`src/rtl/mc_ctrl_pkg.sv`:
```
// Shared types and encodings for the multicycle control unit.
package mc_ctrl_pkg;

  localparam int unsigned INSTR_W = 20;
  localparam int unsigned FLAGS_W = 4;

  typedef enum logic [3:0] {
    S_FETCH, S_DECODE, S_MEMADR, S_MEMRD, S_MEMWB, S_MEMWR,
    S_EXECUTER, S_EXECUTEI, S_ALUWB, S_BRANCH, S_UNKNOWN
  } state_e;

  typedef enum logic [1:0] {ALU_ADD = 2'b00, ALU_SUB = 2'b01, ALU_AND = 2'b10, ALU_ORR = 2'b11} alu_ctrl_e;
  typedef enum logic [1:0] {SRCA_REG = 2'd0, SRCA_PC = 2'd1, SRCA_ALUOUT = 2'd2} srca_e;
  typedef enum logic [1:0] {SRCB_REG = 2'd0, SRCB_IMM = 2'd1, SRCB_FOUR = 2'd2} srcb_e;
  typedef enum logic [1:0] {RES_ALUOUT = 2'd0, RES_DATA = 2'd1, RES_ALURESULT = 2'd2} res_e;
  typedef enum logic [1:0] {OP_DP = 2'b00, OP_MEM = 2'b01, OP_BR = 2'b10, OP_UND = 2'b11} op_e;

  // Data-processing cmd field values that this subset implements.
  localparam logic [3:0] CMD_ADD = 4'b0100;
  localparam logic [3:0] CMD_SUB = 4'b0010;
  localparam logic [3:0] CMD_AND = 4'b0000;
  localparam logic [3:0] CMD_ORR = 4'b1100;

  localparam logic [3:0] COND_EQ = 4'h0;
  localparam logic [3:0] COND_NE = 4'h1;
  localparam logic [3:0] COND_CS = 4'h2;
  localparam logic [3:0] COND_CC = 4'h3;
  localparam logic [3:0] COND_MI = 4'h4;
  localparam logic [3:0] COND_PL = 4'h5;
  localparam logic [3:0] COND_VS = 4'h6;
  localparam logic [3:0] COND_VC = 4'h7;
  localparam logic [3:0] COND_HI = 4'h8;
  localparam logic [3:0] COND_LS = 4'h9;
  localparam logic [3:0] COND_GE = 4'hA;
  localparam logic [3:0] COND_LT = 4'hB;
  localparam logic [3:0] COND_GT = 4'hC;
  localparam logic [3:0] COND_LE = 4'hD;
  localparam logic [3:0] COND_AL = 4'hE;

endpackage

```
`src/rtl/mc_control_unit_if.sv`:
```
// Control-unit <-> datapath bundle.
//   master: control unit (receives Instr/ALUFlags, drives control pins)
//   slave : datapath / memory side
interface mc_control_unit_if;
  import mc_ctrl_pkg::*;

  logic [INSTR_W-1:0] Instr;
  logic [FLAGS_W-1:0] ALUFlags;
  logic       PCWrite;
  logic       MemWrite;
  logic       RegWrite;
  logic       IRWrite;
  logic       AdrSrc;
  logic [1:0] RegSrc;
  logic [1:0] ALUSrcA;
  logic [1:0] ALUSrcB;
  logic [1:0] ResultSrc;
  logic [1:0] ImmSrc;
  logic [1:0] ALUControl;

  modport master (
    input  Instr, ALUFlags,
    output PCWrite, MemWrite, RegWrite, IRWrite, AdrSrc, RegSrc,
           ALUSrcA, ALUSrcB, ResultSrc, ImmSrc, ALUControl
  );

  modport slave (
    output Instr, ALUFlags,
    input  PCWrite, MemWrite, RegWrite, IRWrite, AdrSrc, RegSrc,
           ALUSrcA, ALUSrcB, ResultSrc, ImmSrc, ALUControl
  );
endinterface

```
`src/rtl/mc_cond_logic.sv`:
```
// NZCV flags register, condition evaluation and gating of architectural writes.
//   in : clk, rst_n, cond, alu_flags, flag_w {NZ,CV}, next_pc, branch, reg_w, mem_w, rd
//   out: pc_write, reg_write, mem_write (all forced low while rst_n = 0)
module mc_cond_logic
  import mc_ctrl_pkg::*;
#(
  parameter logic [3:0] FLAG_RESET = 4'b0000
) (
  input  logic       clk,
  input  logic       rst_n,
  input  logic [3:0] cond,
  input  logic [3:0] alu_flags,
  input  logic [1:0] flag_w,
  input  logic       next_pc,
  input  logic       branch,
  input  logic       reg_w,
  input  logic       mem_w,
  input  logic [3:0] rd,
  output logic       pc_write,
  output logic       reg_write,
  output logic       mem_write
);

  logic [3:0] flags;
  logic       n, z, c, v;
  logic       cond_ex;
  logic       pcs;

  assign {n, z, c, v} = flags;

  // Flags register; NZ and CV halves are written independently.
  always_ff @(posedge clk or negedge rst_n) begin
    if (!rst_n) begin
      flags <= FLAG_RESET;
    end else begin
      if (flag_w[1] && cond_ex) flags[3:2] <= alu_flags[3:2];
      if (flag_w[0] && cond_ex) flags[1:0] <= alu_flags[1:0];
    end
  end

  // Condition check against the stored flags.
  always_comb begin
    cond_ex = 1'b0;
    case (cond)
      COND_EQ: cond_ex = z;
      COND_NE: cond_ex = !z;
      COND_CS: cond_ex = c;
      COND_CC: cond_ex = !c;
      COND_MI: cond_ex = n;
      COND_PL: cond_ex = !n;
      COND_VS: cond_ex = v;
      COND_VC: cond_ex = !v;
      COND_HI: cond_ex = c && !z;
      COND_LS: cond_ex = !c || z;
      COND_GE: cond_ex = (n == v);
      COND_LT: cond_ex = (n != v);
      COND_GT: cond_ex = !z && (n == v);
      COND_LE: cond_ex = z || (n != v);
      COND_AL: cond_ex = 1'b1;
      default: cond_ex = 1'b0;
    endcase
  end

  // A register write to R15 is a PC write.
  assign pcs       = branch | (reg_w & (rd == 4'hF));
  assign pc_write  = rst_n & (next_pc | (pcs & cond_ex));
  assign reg_write = rst_n & reg_w & cond_ex;
  assign mem_write = rst_n & mem_w & cond_ex;

endmodule

```
`src/rtl/mc_control_unit.sv`:
```
// Multicycle ARM-subset control unit: main FSM + instruction decoder,
// with flags/condition gating in mc_cond_logic.
//   clk, reset (async, active-low); bus: mc_control_unit_if.master
module mc_control_unit
  import mc_ctrl_pkg::*;
#(
  parameter logic [3:0] FLAG_RESET   = 4'b0000,
  parameter bit         TRAP_ILLEGAL = 1'b1
) (
  input  logic                clk,
  input  logic                reset,
  mc_control_unit_if.master   bus
);

  state_e     state, state_d;
  op_e        op;
  logic [3:0] cond, rd, cmd;
  logic [5:0] funct;
  logic       unused_rn;

  logic       next_pc, ir_w, reg_w, mem_w, branch, in_exec, adr_src;
  srca_e      alu_src_a;
  srcb_e      alu_src_b;
  res_e       result_src;
  alu_ctrl_e  alu_ctrl, dec_alu;
  logic       cmd_legal, dp_illegal;
  logic [1:0] flag_w;
  logic       pc_write, reg_write, mem_write;

  assign cond      = bus.Instr[19:16];
  assign op        = op_e'(bus.Instr[15:14]);
  assign funct     = bus.Instr[13:8];
  assign rd        = bus.Instr[3:0];
  assign cmd       = funct[4:1];
  assign unused_rn = ^bus.Instr[7:4];

  // State register.
  always_ff @(posedge clk or negedge reset) begin
    if (!reset) state <= S_FETCH;
    else        state <= state_d;
  end

  // ALU operation decode for data-processing instructions.
  always_comb begin
    dec_alu   = ALU_ADD;
    cmd_legal = 1'b1;
    case (cmd)
      CMD_ADD: dec_alu = ALU_ADD;
      CMD_SUB: dec_alu = ALU_SUB;
      CMD_AND: dec_alu = ALU_AND;
      CMD_ORR: dec_alu = ALU_ORR;
      default: cmd_legal = 1'b0;
    endcase
  end

  assign dp_illegal = (op == OP_DP) && !cmd_legal;

  // Next-state and per-state control.
  always_comb begin
    state_d    = state;
    next_pc    = 1'b0;
    ir_w       = 1'b0;
    reg_w      = 1'b0;
    mem_w      = 1'b0;
    branch     = 1'b0;
    in_exec    = 1'b0;
    adr_src    = 1'b0;
    alu_src_a  = SRCA_REG;
    alu_src_b  = SRCB_REG;
    result_src = RES_ALUOUT;
    alu_ctrl   = ALU_ADD;
    case (state)
      S_FETCH: begin
        state_d    = S_DECODE;
        ir_w       = 1'b1;
        next_pc    = 1'b1;
        alu_src_a  = SRCA_PC;
        alu_src_b  = SRCB_FOUR;
        result_src = RES_ALURESULT;
      end
      S_DECODE: begin
        alu_src_a  = SRCA_PC;
        alu_src_b  = SRCB_FOUR;
        result_src = RES_ALURESULT;
        case (op)
          OP_DP:   state_d = funct[5] ? S_EXECUTEI : S_EXECUTER;
          OP_MEM:  state_d = S_MEMADR;
          OP_BR:   state_d = S_BRANCH;
          default: state_d = TRAP_ILLEGAL ? S_UNKNOWN : S_FETCH;
        endcase
      end
      S_MEMADR: begin
        state_d   = funct[0] ? S_MEMRD : S_MEMWR;
        alu_src_b = SRCB_IMM;
      end
      S_MEMRD: begin
        state_d = S_MEMWB;
        adr_src = 1'b1;
      end
      S_MEMWB: begin
        state_d    = S_FETCH;
        result_src = RES_DATA;
        reg_w      = 1'b1;
      end
      S_MEMWR: begin
        state_d = S_FETCH;
        adr_src = 1'b1;
        mem_w   = 1'b1;
      end
      S_EXECUTER: begin
        state_d  = S_ALUWB;
        alu_ctrl = dec_alu;
        in_exec  = 1'b1;
      end
      S_EXECUTEI: begin
        state_d   = S_ALUWB;
        alu_src_b = SRCB_IMM;
        alu_ctrl  = dec_alu;
        in_exec   = 1'b1;
      end
      S_ALUWB: begin
        state_d = S_FETCH;
        reg_w   = !dp_illegal;
      end
      S_BRANCH: begin
        state_d    = S_FETCH;
        alu_src_b  = SRCB_IMM;
        result_src = RES_ALURESULT;
        branch     = 1'b1;
      end
      S_UNKNOWN: state_d = S_FETCH;
      default:   state_d = S_FETCH;
    endcase
  end

  // Flag writes only for legal data-processing ops with S set, leaving EXECUTE.
  assign flag_w[1] = in_exec && (op == OP_DP) && cmd_legal && funct[0];
  assign flag_w[0] = flag_w[1] && ((cmd == CMD_ADD) || (cmd == CMD_SUB));

  mc_cond_logic #(
    .FLAG_RESET (FLAG_RESET)
  ) u_cond (
    .clk       (clk),
    .rst_n     (reset),
    .cond      (cond),
    .alu_flags (bus.ALUFlags),
    .flag_w    (flag_w),
    .next_pc   (next_pc),
    .branch    (branch),
    .reg_w     (reg_w),
    .mem_w     (mem_w),
    .rd        (rd),
    .pc_write  (pc_write),
    .reg_write (reg_write),
    .mem_write (mem_write)
  );

  assign bus.PCWrite    = pc_write;
  assign bus.RegWrite   = reg_write;
  assign bus.MemWrite   = mem_write;
  assign bus.IRWrite    = ir_w & reset;
  assign bus.AdrSrc     = adr_src;
  assign bus.RegSrc     = {op == OP_MEM, op == OP_BR};
  assign bus.ALUSrcA    = alu_src_a;
  assign bus.ALUSrcB    = alu_src_b;
  assign bus.ResultSrc  = result_src;
  assign bus.ImmSrc     = op;
  assign bus.ALUControl = alu_ctrl;

endmodule

```
`src/flat_wrapper.sv`:
```
// flat-port wrapper written by rule: the top's interface ports become plain ports
module mc_control_unit_flat import mc_ctrl_pkg::*;
#(
  parameter logic [3:0] FLAG_RESET   = 4'b0000,
  parameter bit         TRAP_ILLEGAL = 1'b1
)
  (clk, reset, bus_Instr, bus_ALUFlags, bus_PCWrite, bus_MemWrite, bus_RegWrite, bus_IRWrite, bus_AdrSrc, bus_RegSrc, bus_ALUSrcA, bus_ALUSrcB, bus_ResultSrc, bus_ImmSrc, bus_ALUControl);
  mc_control_unit_if bus_i ();
  input  logic clk;
  input  logic reset;
  input wire logic [$bits(bus_i.Instr)-1:0] bus_Instr;
  input wire logic [$bits(bus_i.ALUFlags)-1:0] bus_ALUFlags;
  output wire logic [$bits(bus_i.PCWrite)-1:0] bus_PCWrite;
  output wire logic [$bits(bus_i.MemWrite)-1:0] bus_MemWrite;
  output wire logic [$bits(bus_i.RegWrite)-1:0] bus_RegWrite;
  output wire logic [$bits(bus_i.IRWrite)-1:0] bus_IRWrite;
  output wire logic [$bits(bus_i.AdrSrc)-1:0] bus_AdrSrc;
  output wire logic [$bits(bus_i.RegSrc)-1:0] bus_RegSrc;
  output wire logic [$bits(bus_i.ALUSrcA)-1:0] bus_ALUSrcA;
  output wire logic [$bits(bus_i.ALUSrcB)-1:0] bus_ALUSrcB;
  output wire logic [$bits(bus_i.ResultSrc)-1:0] bus_ResultSrc;
  output wire logic [$bits(bus_i.ImmSrc)-1:0] bus_ImmSrc;
  output wire logic [$bits(bus_i.ALUControl)-1:0] bus_ALUControl;
  assign bus_i.Instr = bus_Instr;
  assign bus_i.ALUFlags = bus_ALUFlags;
  assign bus_PCWrite = bus_i.PCWrite;
  assign bus_MemWrite = bus_i.MemWrite;
  assign bus_RegWrite = bus_i.RegWrite;
  assign bus_IRWrite = bus_i.IRWrite;
  assign bus_AdrSrc = bus_i.AdrSrc;
  assign bus_RegSrc = bus_i.RegSrc;
  assign bus_ALUSrcA = bus_i.ALUSrcA;
  assign bus_ALUSrcB = bus_i.ALUSrcB;
  assign bus_ResultSrc = bus_i.ResultSrc;
  assign bus_ImmSrc = bus_i.ImmSrc;
  assign bus_ALUControl = bus_i.ALUControl;
  mc_control_unit #(.FLAG_RESET(FLAG_RESET), .TRAP_ILLEGAL(TRAP_ILLEGAL)) u_core (.clk(clk), .reset(reset), .bus(bus_i));
endmodule
```
`config.mk`:
```
export PLATFORM = sky130hd
export DESIGN_NAME = mc_control_unit_flat
export DESIGN_NICKNAME = d
export VERILOG_FILES = /design/src/rtl/mc_ctrl_pkg.sv /design/src/rtl/mc_control_unit_if.sv /design/src/rtl/mc_cond_logic.sv /design/src/rtl/mc_control_unit.sv /design/src/flat_wrapper.sv
export SDC_FILE = /design/constraint.sdc
export NUM_CORES = 1
export LEC_CHECK = 0
export CORE_MARGIN = 2
export CORE_UTILIZATION = 43
export CTS_CLUSTER_DIAMETER = 30
export DETAILED_ROUTE_END_ITERATION = 16
export GPL_ROUTABILITY_DRIVEN = 0
export GPL_TIMING_DRIVEN = 1
export PLACE_DENSITY = 0.84
export SLEW_MARGIN = 40
export SYNTH_ARGS = -nofsm -noshare
export SYNTH_HDL_FRONTEND = slang
export SYNTH_HIERARCHICAL = 1
export SYNTH_SLANG_ARGS = --single-unit
```
`constraint.sdc`:
```
create_clock -name clk -period 4.4 [get_ports clk]
set_clock_uncertainty 0.2 [all_clocks]
set_input_delay 0.88 -clock clk [delete_from_list [all_inputs] [get_ports clk]]
set_output_delay 0.88 -clock clk [all_outputs]
set_load 0.01 [all_outputs]
```
# Word level (Yosys, flattened, before mapping)
# Index checks and enable logic that the tools add are counted.
[totals]
regBits = 8
latch_bits = 0
elab_cells = 89
out_inout_bits = 17
ramBits = 0
n_memories = 0
rom_bits = 0
[op_classes]
addsub = 0
div_mod_pow = 0
bitwise = 10
n_eq_ne = 31
n_lt_le_gt_ge = 0
mul = 0
n_shift = 0
n_reduce_logical = 28
muxes = 17
[op_table]
columns = ["cell", "n"]
rows = [
  ["$eq 4x4->1 const B", 11],
  ["$eq 4x3->1 const B", 9],
  ["$eq 4x2->1 const B", 5],
  ["$pmux 4 s5", 1],
  ["$pmux 1 s15", 1],
  ["$logic_not 4->1", 3],
  ["$pmux 4 s3", 1],
  ["$logic_and 1x1->1", 9],
  ["$and 1x1->1", 8],
  ["$eq 4x1->1 const B", 2],
  ["$mux 1", 8],
  ["$pmux 2 s2", 2],
  ["$logic_not 1->1", 6],
  ["$pmux 2 s3", 1],
  ["$reduce_or 2->1", 3],
  ["$reduce_or 3->1", 2],
  ["$reduce_or 4->1", 1],
  ["$logic_or 1x1->1", 3],
  ["$mux 3", 1],
  ["$eq 2x1->1 const B", 1],
  ["$eq 2x2->1 const B", 1],
  ["$logic_not 2->1", 1],
  ["$mux 2", 1],
  ["$or 1x1->1", 2],
  ["3 further kinds", 3],
]

# Logic depth before layout (Yosys ltp)
[depth]
word_depth = 12
ltp_mapped = 9

# Modules after synthesis
# Netlist, hierarchy kept.
[modules_own_cells]
columns = ["module", "area_each_um2", "seq_area_each_um2", "instances", "cells_each"]
rows = [
  ["mc_control_unit", 470.5, 100.1, 1, 63],
  ["mc_cond_logic", 417.9, 100.1, 1, 46],
]

# Least setup slack after synthesis
# Ideal clock, no wire load.
[synth_timing]
path_type = "in2out"
startpoint = "input port bus_Instr[19]"
endpoint = "output port bus_MemWrite"
stages = 6
slack_ps = 1097
arrival_ps = 2223
t_required_ps = 3320
path_cell_list = "buf_2 -> and4bb_1 -> mux2i_1 -> a311oi_1 -> or4_1 -> and3_1"
[synth_between]
elab_chain_len = 3
[synth_rtl]
columns = ["element", "line_no", "text"]
rows = [
  ["from (decl)", "flat_wrapper.sv:11", "input wire logic [$bits(bus_i.Instr)-1:0] bus_Instr;"],
  ["$eq 4x4->1, or another cell as far along", "mc_cond_logic.sv:44", "case (cond)"],
  ["$pmux 1 s15 (*)", "mc_cond_logic.sv:44", ""],
  ["$and 1x1->1 (*)", "mc_cond_logic.sv:68", "assign mem_write = rst_n & mem_w & cond_ex;"],
  ["to (decl)", "flat_wrapper.sv:14", "output wire logic [$bits(bus_i.MemWrite)-1:0] bus_MemWrite;"],
]
# Mark *: on every way between the ends. The rest lies on a longest branch, timed or not.

# Final worst setup path
[layout_timing]
startpoint = "input port bus_Instr[18]"
endpoint = "output port bus_MemWrite"
# The elaborated chain is that of the path after synthesis.

==> summary.md <==
| Metric | Value |
|---|---|
| Status | `complete, no violations` |
| Area Growth Syn to Fin | `41.4%` |
| Ys Warns | `6` |
| Largest net degree at the start of global routing | `18` |
| Maxcap violations | `0` |
| Antenna viol nets, final | `0` |
| Startpoint types | `input pin` |
| Peak VDD IR | `0.277 mV` |
| Leak | `0.526 nW` |
| Clock-pin slew on the worst setup and hold paths | `0.05 ns` |
| Clk_lat worst skew | `0.24 ns` |
| Vias in the first global route | `871` |
| Number of synthesized flops with an enable pin | `0` |
| Critical Path Fanout Max | `12` |
| Die Footprint | `2450 um2` |
| Initial antenna violation count | `0` |
| Post-Syn Nets | `135` |
| Tot Pwr | `474 uW` |
| Max Slew Vio Count | `0` |
| # DRC | `0` |
| Multi-input logic area | `607 um2` |
| Wire per inst | `13.3 um` |
| Synth unique cells | `44` |
| Mapped Cells | `109` |
| Core area | `1960 um2` |
| DR vias | `919` |
| Max-slew headroom | `0.596` |
| Syn Area/Cell | `8.15 um2` |
| Post-DR vias/cell | `5.47` |
| Crit path kind | `input pin to output pin` |
| Die H | `49.5 um` |
| Highest clock rate | `237 MHz` |
| Final Hold Fails | `0` |
| Worst slew pin tran | `0.606 ns` |
| Share of layout cells above drive strength 1 | `0.0993` |
| H-tree levels | `1` |
| Worst Hold Class | `register to register` |
| Flop-to-flop setup slack | `2.04 ns` |
| Commonest cells after routing, fill and taps aside | `clkdlybuf4s50_1, nor2_1, dfrtp_1` |
| Diodes inserted | `0` |
| Ys async rst share | `1.00` |
| FF+latch area | `200 um2` |
| Worst Setup SP | `bus_Instr[18]` |
| GRT overflow | `0` |
| Clock buffer depth | `2` |
| CP Capture Type | `output pin` |
| Seq pwr share | `0.286` |
| Detailed Route WL | `2240 um` |
| Sw frac | `0.412` |
| Combinational power share | `0.602` |
| Net switching power | `195 uW` |
| Pwr dens | `377 nW/um2` |
| Hold_ws | `0.339 ns` |
| Drt pass-1 iters | `5` |
| Starting Density | `0.453` |
| Top Ports | `43` |
| Main synth FF type | `dfrtp_1` |
| Post-synthesis sequential area ratio | `0.225` |
| Final period utilization | `0.958` |
| Num CTS Buffers | `3` |
| Global-route wire length before repair | `3640 um` |
| Setup crit end | `bus_MemWrite` |
| Overall die width | `49.5 um` |
| Nets | `169` |
| Setup bufs post-CTS | `0` |
| Iteration-0 DRC Markers | `26` |
| TritonCTS clock tree | `done` |
| Register bit total from synthesis | `8` |
| P_int | `279 uW` |
| IO Port Bufs | `37` |
| Filler instances | `180` |
| Final HPWL DP | `1720 um` |
| FF-to-FF End | `u_core/u_cond/flags[1]` |
| Most common cell after layout, fill and taps aside | `clkdlybuf4s50_1` |
| Row cnt | `16` |
| Reg2Reg Depth | `5` |
| Overall Global Routing Usage | `0.185` |
| Post-Syn Area | `888 um2` |
| Root Buffer | `clkbuf_4` |
| Clk pwr share | `0.111` |
| Clock sink count | `8` |
| Setup Viol. Count Final | `0` |
| Req. time, crit path | `3.32 ns` |
| FF-to-FF Start | `u_core/u_cond/flags[3]` |
| RSZ-0062 raised after global routing | `false` |
| CP Data Arrival Time | `3.14 ns` |
| Crit path time final | `4.22 ns` |
==> how the worst min path moves through the flow <==
stage / depth (start not counted) / slack (ns) / to / from
final: 1 / 0.34 / u_core/state[3] / u_core/state[3]
after global placement: 1 / 0.31 / u_core/state[3] / u_core/state[3]
after detailed placement: 1 / 0.32 / u_core/state[3] / u_core/state[3]
after global routing: 1 / 0.36 / u_core/state[3] / u_core/state[3]
after CTS: 1 / 0.33 / u_core/state[3] / u_core/state[3]
after floorplan: 1 / 0.27 / u_core/state[3] / u_core/state[3]
==> synth_stat cells (all sizes together), types with 2 or more instances <==
cell    instances  area (um2)
and3            4        25.0
nand3           2        10.0
a21oi           6        30.0
nand2b          4        25.0
xnor2           3        26.3
and2b           2        16.3
and3b           2        17.5
o41ai           2        17.5
a21boi          2        15.0
nand2           5        18.8
o21ai           5        25.0
nor2b           7        43.8
a31oi           2        12.5
nor3            4        31.3
inv             2        7.51
buf            10        77.6
nor4            2        18.8
or4             2        15.0
xor2            3        26.3
dfrtp           8         200
mux2            4        45.0
mux2i           2        20.0
nor2           11        41.3
==> sequential cells by signal, summed over array words and instances (netlist names) <==
| register | flops |
|---|---|
| u_core/u_cond/flags | 4 |
| u_core/state | 4 |
==> metal layers <==
layer,vias up,part of all wire,GRT usage
met2,43,0.51,0.324
met3,2,0.066,0.0333
li1,458,-,-
met1,416,0.42,0.233
met4,0,0.0036,0.0509
met5,-,0,0
==> kinds of logic after synthesis <==
group	share of synthesized area
simple gates	0.356
xor+xnor	0.0592
flops	0.225
compound gates	0.186
mux	0.0732
buf+inv	0.0958
other cells	0.00422
==> per-stage QoR <==
step | instance area, um2 | util | worst slack (ns) | std cells | TNS [ns]
floorplan | 888 | - | 1.10 | 109 | 0
global placement | 1230 | 0.627 | 0.00359 | 165 | 0
CTS | 1250 | 0.637 | 0.0519 | 168 | 0
finish | 1260 | 0.640 | 0.184 | 168 | 0
detailed placement | 1230 | 0.627 | -0.0173 | 165 | -0.0504
global route | 1260 | 0.640 | 0.0824 | 168 | 0
==> layout make-up <==
cell class	instances	area share
multi-input cells	89	0.483
well taps	27	0.0269
inverters	2	0.00598
repair buffers	39	0.307
clock buffers	3	0.0179
flip-flops and latches	8	0.159
==> worst max-delay path: stages <==
cell             delay (ns)
dlygate4sd2_1          0.39
and3b_1                0.22
o21ai_0                0.23
a21boi_2               0.11
or4_1                  0.60
and3_1                 0.22
clkdlybuf4s50_1        0.48
==> power groups by stage <==
stage / logic (mW) / registers (mW) / clock network, mW
after detailed placement: 0.281 / 0.136 / 0
after global routing: 0.308 / 0.140 / 0.0602
final: 0.286 / 0.136 / 0.0528
after CTS: 0.283 / 0.134 / 0.0545
after floorplan: 0.208 / 0.102 / 0
after global placement: 0.277 / 0.135 / 0
==> what timing repair did <==
item                                    in CTS  in global routing
endpoints found under the setup margin       3                  3
gates resized for setup                      2                  2
hold buffers                                 0                  0
(Power assumes the default switching activity.)
